==> src/rtl/uart_rx_fifo.sv <==
// UART receive front end: 16x oversampled 8N1 deframer feeding a small FWFT FIFO.
// Define UART_RX_PARITY_EN to build the 8E1 variant with parity checking.
module uart_rx_fifo #(
  parameter int BAUD_DIV   = 163,
  parameter int FIFO_DEPTH = 4
) (
  input  logic       clk_in,
  input  logic       sys_rstn,
  input  logic       uart_rxd,
  input  logic       rd_en,
  input  logic       clr_err,
  output logic [7:0] rx_data,
  output logic       rx_valid,
  output logic [2:0] rx_count,
  output logic       frame_err,
  output logic       overrun,
  output logic       parity_err
);

  // state     | meaning
  // IDLE      | line idle, waiting for a falling edge
  // START     | confirming the start bit at mid-bit
  // DATA      | shifting in 8 data bits, LSB first
  // PARITY    | sampling the even-parity bit (8E1 build only)
  // STOP      | sampling the stop bit, push or flag
  // WAIT_HIGH | framing error seen, waiting for the line to return high
  typedef enum logic [2:0] {IDLE, START, DATA, PARITY, STOP, WAIT_HIGH} state_t;

  localparam int          AW = $clog2(FIFO_DEPTH);
  localparam logic [15:0] TC = 16'(BAUD_DIV - 1);

  state_t      state;
  logic        sync1, rxs;
  logic [15:0] baud_cnt;
  logic [3:0]  sc;
  logic [2:0]  bit_cnt;
  logic [7:0]  shift;
  logic        tick, mid_start, mid_bit;
  logic        stop_ok, push, frame_set, parity_set;

  always_ff @(posedge clk_in) begin
    if (!sys_rstn) begin
      sync1 <= 1'b1;
      rxs   <= 1'b1;
    end else begin
      sync1 <= uart_rxd;
      rxs   <= sync1;
    end
  end

  assign tick      = (state != IDLE) && (baud_cnt == TC);
  assign mid_start = tick && (sc == 4'd7);
  assign mid_bit   = tick && (sc == 4'd15);

`ifdef UART_RX_PARITY_EN
  logic par_bad;
`endif

  always_ff @(posedge clk_in) begin
    if (!sys_rstn) begin
      state    <= IDLE;
      baud_cnt <= '0;
      sc       <= '0;
      bit_cnt  <= '0;
      shift    <= '0;
`ifdef UART_RX_PARITY_EN
      par_bad  <= 1'b0;
`endif
    end else begin
      if (state == IDLE || tick) baud_cnt <= '0;
      else                       baud_cnt <= baud_cnt + 16'd1;
      if (tick) sc <= sc + 4'd1;

      case (state)
        IDLE: begin
          sc      <= '0;
          bit_cnt <= '0;
          if (!rxs) state <= START;
        end
        START: begin
          if (mid_start) begin
            sc    <= '0;
            state <= rxs ? IDLE : DATA;
          end
        end
        DATA: begin
          if (mid_bit) begin
            shift   <= {rxs, shift[7:1]};
            bit_cnt <= bit_cnt + 3'd1;
`ifdef UART_RX_PARITY_EN
            if (bit_cnt == 3'd7) state <= PARITY;
`else
            if (bit_cnt == 3'd7) state <= STOP;
`endif
          end
        end
        PARITY: begin
          if (mid_bit) begin
`ifdef UART_RX_PARITY_EN
            par_bad <= rxs ^ (^shift);
`endif
            state <= STOP;
          end
        end
        STOP: begin
          if (mid_bit) state <= rxs ? IDLE : WAIT_HIGH;
        end
        WAIT_HIGH: begin
          if (rxs) state <= IDLE;
        end
        default: state <= IDLE;
      endcase
    end
  end

  assign stop_ok   = (state == STOP) && mid_bit && rxs;
  assign frame_set = (state == STOP) && mid_bit && !rxs;
`ifdef UART_RX_PARITY_EN
  assign push       = stop_ok && !par_bad;
  assign parity_set = stop_ok && par_bad;
`else
  assign push       = stop_ok;
  assign parity_set = 1'b0;
`endif

  logic [7:0]    mem [FIFO_DEPTH];
  logic [AW-1:0] rd_ptr, wr_ptr;
  logic [2:0]    count;
  logic          pop, full, accept, ovr_set;

  assign pop     = rd_en && (count != 3'd0);
  assign full    = (count == 3'(FIFO_DEPTH));
  // A pop in the same cycle frees the slot the incoming byte needs.
  assign accept  = push && (!full || pop);
  assign ovr_set = push && full && !pop;

  always_ff @(posedge clk_in) begin
    if (!sys_rstn) begin
      for (int i = 0; i < FIFO_DEPTH; i++) mem[i] <= '0;
      rd_ptr <= '0;
      wr_ptr <= '0;
      count  <= '0;
    end else begin
      if (accept) begin
        mem[wr_ptr] <= shift;
        wr_ptr      <= wr_ptr + 1'b1;
      end
      if (pop) rd_ptr <= rd_ptr + 1'b1;
      case ({accept, pop})
        2'b10:   count <= count + 3'd1;
        2'b01:   count <= count - 3'd1;
        default: count <= count;
      endcase
    end
  end

  logic frame_q, ovr_q, par_q;

  always_ff @(posedge clk_in) begin
    if (!sys_rstn) begin
      frame_q <= 1'b0;
      ovr_q   <= 1'b0;
      par_q   <= 1'b0;
    end else begin
      frame_q <= frame_set  | (frame_q & ~clr_err);
      ovr_q   <= ovr_set    | (ovr_q   & ~clr_err);
      par_q   <= parity_set | (par_q   & ~clr_err);
    end
  end

  assign rx_data    = mem[rd_ptr];
  assign rx_valid   = (count != 3'd0);
  assign rx_count   = count;
  assign frame_err  = frame_q;
  assign overrun    = ovr_q;
`ifdef UART_RX_PARITY_EN
  assign parity_err = par_q;
`else
  assign parity_err = 1'b0;
`endif

endmodule

==> config.mk <==
export PLATFORM = sky130hd
export DESIGN_NAME = uart_rx_fifo
export DESIGN_NICKNAME = d
export VERILOG_FILES = /design/src/rtl/uart_rx_fifo.sv
export SDC_FILE = /design/constraint.sdc
export NUM_CORES = 1
export LEC_CHECK = 0
export ABC_AREA = 1
export CAP_MARGIN = 20
export CELL_PAD_IN_SITES_DETAIL_PLACEMENT = 1
export CELL_PAD_IN_SITES_GLOBAL_PLACEMENT = 1
export CORE_UTILIZATION = 30
export CTS_CLUSTER_SIZE = 16
export DETAILED_ROUTE_END_ITERATION = 8
export PLACE_DENSITY_LB_ADDON = 0.3
export SLEW_MARGIN = 20
export SYNTH_ARGS = -nofsm -noshare
export SYNTH_HDL_FRONTEND = slang
export SYNTH_SLANG_ARGS = --single-unit
==> constraint.sdc <==
create_clock -name clk_in -period 3.8 [get_ports clk_in]
set_input_delay 0.76 -clock clk_in [delete_from_list [all_inputs] [get_ports clk_in]]
set_output_delay 0.76 -clock clk_in [all_outputs]
set_load 0.01 [all_outputs]
# Word-level counts from Yosys, hierarchy flattened
# Memories as Yosys holds them, arrays and structs flattened. A register that Yosys moved wholly into a read port is not among the register bits.
# Cells that the tools add are included.
[totals] register_bits=45 mem_bits_rw=32 out_inout_bits=15 wordCells=95 memories=1
[op_classes] n_addsub=7 eq_ne=19 muxes=25 bitwise_logic=6 reduce_logical=25
[memory_table] memory="mem" words=4 width=8 read_ports=1 rd_clocked_by_memory_dff=1 wr=4 line="126" text="logic [7:0] mem [FIFO_DEPTH];"
[ops] cell="two-way mux 3 bit" count=9
[ops] cell="one-hot mux 3 bit (6 select lines)" count=1
[ops] cell="adder 16 x 1 -> 16 bit, second input constant" count=1
[ops] cell="== test 16 x 8 -> 1 bit, second input constant" count=1
[ops] cell="inequality test 2 bit, second input constant" count=7
[ops] cell="== test 3 bit, second input constant" count=4
[ops] cell="one-hot mux 3 bit (2 select lines)" count=2
[ops] cell="logical AND 1 bit" count=10
[ops] cell="two-way mux 2 bit" count=4
[ops] cell="two-way mux 4 bit" count=2
[ops] cell="two-way mux 8 bit" count=1
[ops] cell="one-hot mux 4 bit (2 select lines)" count=1
[ops] cell="OR reduction 8 bit" count=1
[ops] cell="AND reduction 7 bit" count=1
[ops] cell="adder 3 x 1 -> 3 bit, second input constant" count=2
[ops] cell="== test 3 x 2 -> 1 bit, second input constant" count=2
[ops] cell="nonzero test 3 bit" count=2
[ops] cell="two-way mux 1 bit" count=5
[ops] cell="adder 2 x 1 -> 2 bit, second input constant" count=2
[ops] cell="adder 4 x 1 -> 4 bit, second input constant" count=1
[ops] cell="== test 4 x 3 -> 1 bit, second input constant" count=1
[ops] cell="== test 4 bit, second input constant" count=1
[ops] cell="AND reduction 2 bit" count=2
[ops] cell="nonzero test 2 bit" count=2
[ops] cell="other kinds (11)" count=17

# Depth between registers and ports, before layout
[depth] word_depth=11 ltp_mapped=14

# Worst setup path before layout
# OpenSTA, ideal clock, no wires.
[synth_timing] path_kind="reg2reg" from="reg baud_cnt[0]" to="mem mem[3][0] (enable)" arrival_time_ns=1.720 setup_slack_ns=1.705 stages_incl_launch_ff=11 n_path_buf=0 path_cell_list="dfxtp_1 -> inv_1 -> ha_1 -> nand2_1 -> nor2_1 -> nand2_2 -> nor2_4 -> nand4_4 -> nor2_4 -> nand2_1 -> o21ai_1"
[synth_lines] element="start, declared" line="34" text="logic [15:0] baud_cnt;"
[synth_lines] element="start signal, assigned" line="71" text="else baud_cnt <= baud_cnt + 16'd1;"
[synth_lines] element="end, declared" line="126"

==> metrics <==
outcome finished, final reports clean; Clock Root Buffer clkbuf_16; setup TNS 0 ps; number of diodes 0; drt initial violations 62; CP endpoint kind output pin; startpoint types flop; hold slack 411.6 ps; WP data required 3040 ps; critical path depth in cells 4; Post-DP Area 3850 µm²; critical path buffer and inverter count 2; Die W 110.2 µm; RSZ-0062 raised after global routing false; Final Hold Vio Count 0; slew at the pin closest to its max-slew limit 712.8 ps; GRT overflow 0; syn_nets 421; fin crit share 0.7813; CTS sink count 79; Post-synth EDFFs 32; Combinational Power Share 0.222; hold path cells 1; first-pass GRT wire length 13360 µm; Via Count 2675; I/O pins 20; Max Cap Viol 0; Rows 39; Final setup viols 0; NetSw 0.7536 mW; clock network fraction of design power 0.371; crit-path max FO 17; Die Ht 110.2 µm; FFs w/ async S/R, synth 0; Floorplan Core Area 11420 µm²; dpl hpwl 6087 µm; antenna viol nets, final 0; Leak 1.561 nW; Slowest-stage cell, CP dfxtp_1; Tightest Hold Check Type reg2reg; YS warnings 0; DR pass1 iterations 4; sw frac 0.3103; hold_buf cts 0; P_int 1.675 mW; Relative slew margins 0.5216; CP delay by family, top buffers and inverters; Design Area, Final 4161 µm²; crit-path cells inv_1 > o21ai_0 > o22ai_1 > clkdlybuf4s50_1; maximum VDD drop 290.7 µV; register area share after synthesis 0.5417; H-tree levels 3; GRT Total Usage 0.1478; Most used DFF post-synth dfxtp_1; f_max 0.3368 GHz; Final Critical Period 2969 ps; post-cts sizing count 0; Num CTS Buffers 9; post-synthesis cell count 410; Post-Syn Area per Cell 8.563 µm²; clock latency on the worst-skew pair 340 ps; Layout Cells excl Fill 581; Flop pwr share 0.407; Port-buffer cells 18; final wirelength 7988 µm; largest net degree at the start of global routing 21; FF-to-FF path depth 10; CTS tree done; GP Congestion 0.8177; DR DRC count 0; Longest Clk Path Bufs 2; Design Power 2.429 mW; via/cell ratio 4.604; CP peak stage delay 660 ps; Clock Skew 7.734 ps; Starting Density 0.3075; die area 12140 µm²; antenna violations before repair 0; Power Dens Cells 583.6 nW/µm²; routed len/inst 13.75 µm; Final Max Tran Viols 0; Reg2Reg Setup Slack 1350 ps; Worst-path clk slew 70 ps; distinct cell type count of the synthesized netlist 36; Yosys reg bits 79; nets 444; placed cell count 565; critical path class reg2out; layout cells sized above 1 0.08219; netlist area before placement 3511 µm²; post-CTS setup buffer count 0; vias in the first global route 2813; synthesis-to-finish area growth 18.53%; crit path DAT 2210 ps
-- kinds of logic after synthesis --
family	count (synthesis)	synth area share
adders and majority gates	6	0.02352
AOI/OAI and AO/OA	76	0.1148
buffers and inverters	60	0.06557
other	1	0.001068
muxes	1	0.002851
xor gates and xnor gates	5	0.01247
and+or+nand+nor	182	0.2381
DFF	79	0.5417
-- synth_stat cells (2+ instances only) --
cell      number  share of area
a21oi_1       27          0.038
clkbuf_1       5         0.0053
dfxtp_1       47           0.27
edfxtp_1      32           0.27
ha_1           5          0.018
inv_1         47          0.050
inv_2          5         0.0053
nand2_1       51          0.055
nand3_1       14          0.020
nand3_4        2          0.010
nand4_1        7          0.012
nor2_1        85          0.091
nor2_2         3         0.0053
nor2_4         2         0.0064
nor3_1        11          0.016
o21ai_0       36          0.051
o22ai_1        8          0.014
or2_2          2         0.0036
xor2_1         4          0.010
-- state kept, by name, summed over array words and instances, names as in the netlist, named ones only --
signal and count:
mem 32, baud_cnt 16, shift 8, sc 4, bit_cnt 3, rx_count 3
state 3, rd_ptr 2, wr_ptr 2, frame_err 1, overrun 1, rxs 1
sync1 1
-- cells in the final DEF, fill, tap and decap left out, drive strengths merged --
master,count
nor2,91
inv,57
nand2,52
dfxtp,47
o21ai,37
edfxtp,32
a21oi,27
clkdlybuf4s50,18
nand3,16
nor3,11
clkbuf,9
nand4,9
o22ai,8
ha,5
xor2,4
or2,2
buf,2
nor3b,1
xnor2,1
o21a,1
a2111oi,1
a221oi,1
mux2i,1
a21boi,1
fa,1
conb,1
clkinvlp,1
bufinv,1
-- metrics by stage --
stage          utilization  setup WS (ps)
6_report            0.3645          831.1
5_1_grt             0.3645          613.4
4_1_cts             0.3645          785.7
3_5_place_dp        0.3372          891.5
3_3_place_gp        0.3372          964.3
2_1_floorplan            -           1705
-- final timing paths --
| path | start | end |
|---|---|---|
| min | sync1 | rxs |
| max reg2reg | baud_cnt[0] | mem[3][5] |
| max | flop | rx_data[5] |
| min reg2reg | sync1 | rxs |
-- power groups by stage --
stage                     clock network [mW]  logic [mW]  registers [mW]
after floorplan                            0       0.354           0.992
after global placement                     0       0.530            1.01
after detailed placement                   0       0.545            1.01
after CTS                              0.922       0.549           0.990
after global routing                   0.951       0.619            1.00
final                                  0.900       0.540           0.989
-- final cells by class --
type / count / area, µm²
fill: 1368 / 7257
sequential: 79 / 1902
multi-input combinational: 271 / 1379
clock buffer: 9 / 225.2
timing repair buffer: 20 / 195.2
inverter: 52 / 195.2
tap: 143 / 178.9
clock inverter: 7 / 86.33
-- metal layers --
| metal | vias up | GRT usage | wire length, µm |
|---|---|---|---|
| li1 | 1398 | - | - |
| met4 | 0 | 0.05075 | 112 |
| met1 | 1242 | 0.1734 | 3690 |
| met5 | - | 0 | 0 |
| met3 | 11 | 0.03410 | 167 |
| met2 | 24 | 0.2638 | 4017 |
Power figures use the tool's default switching activity.
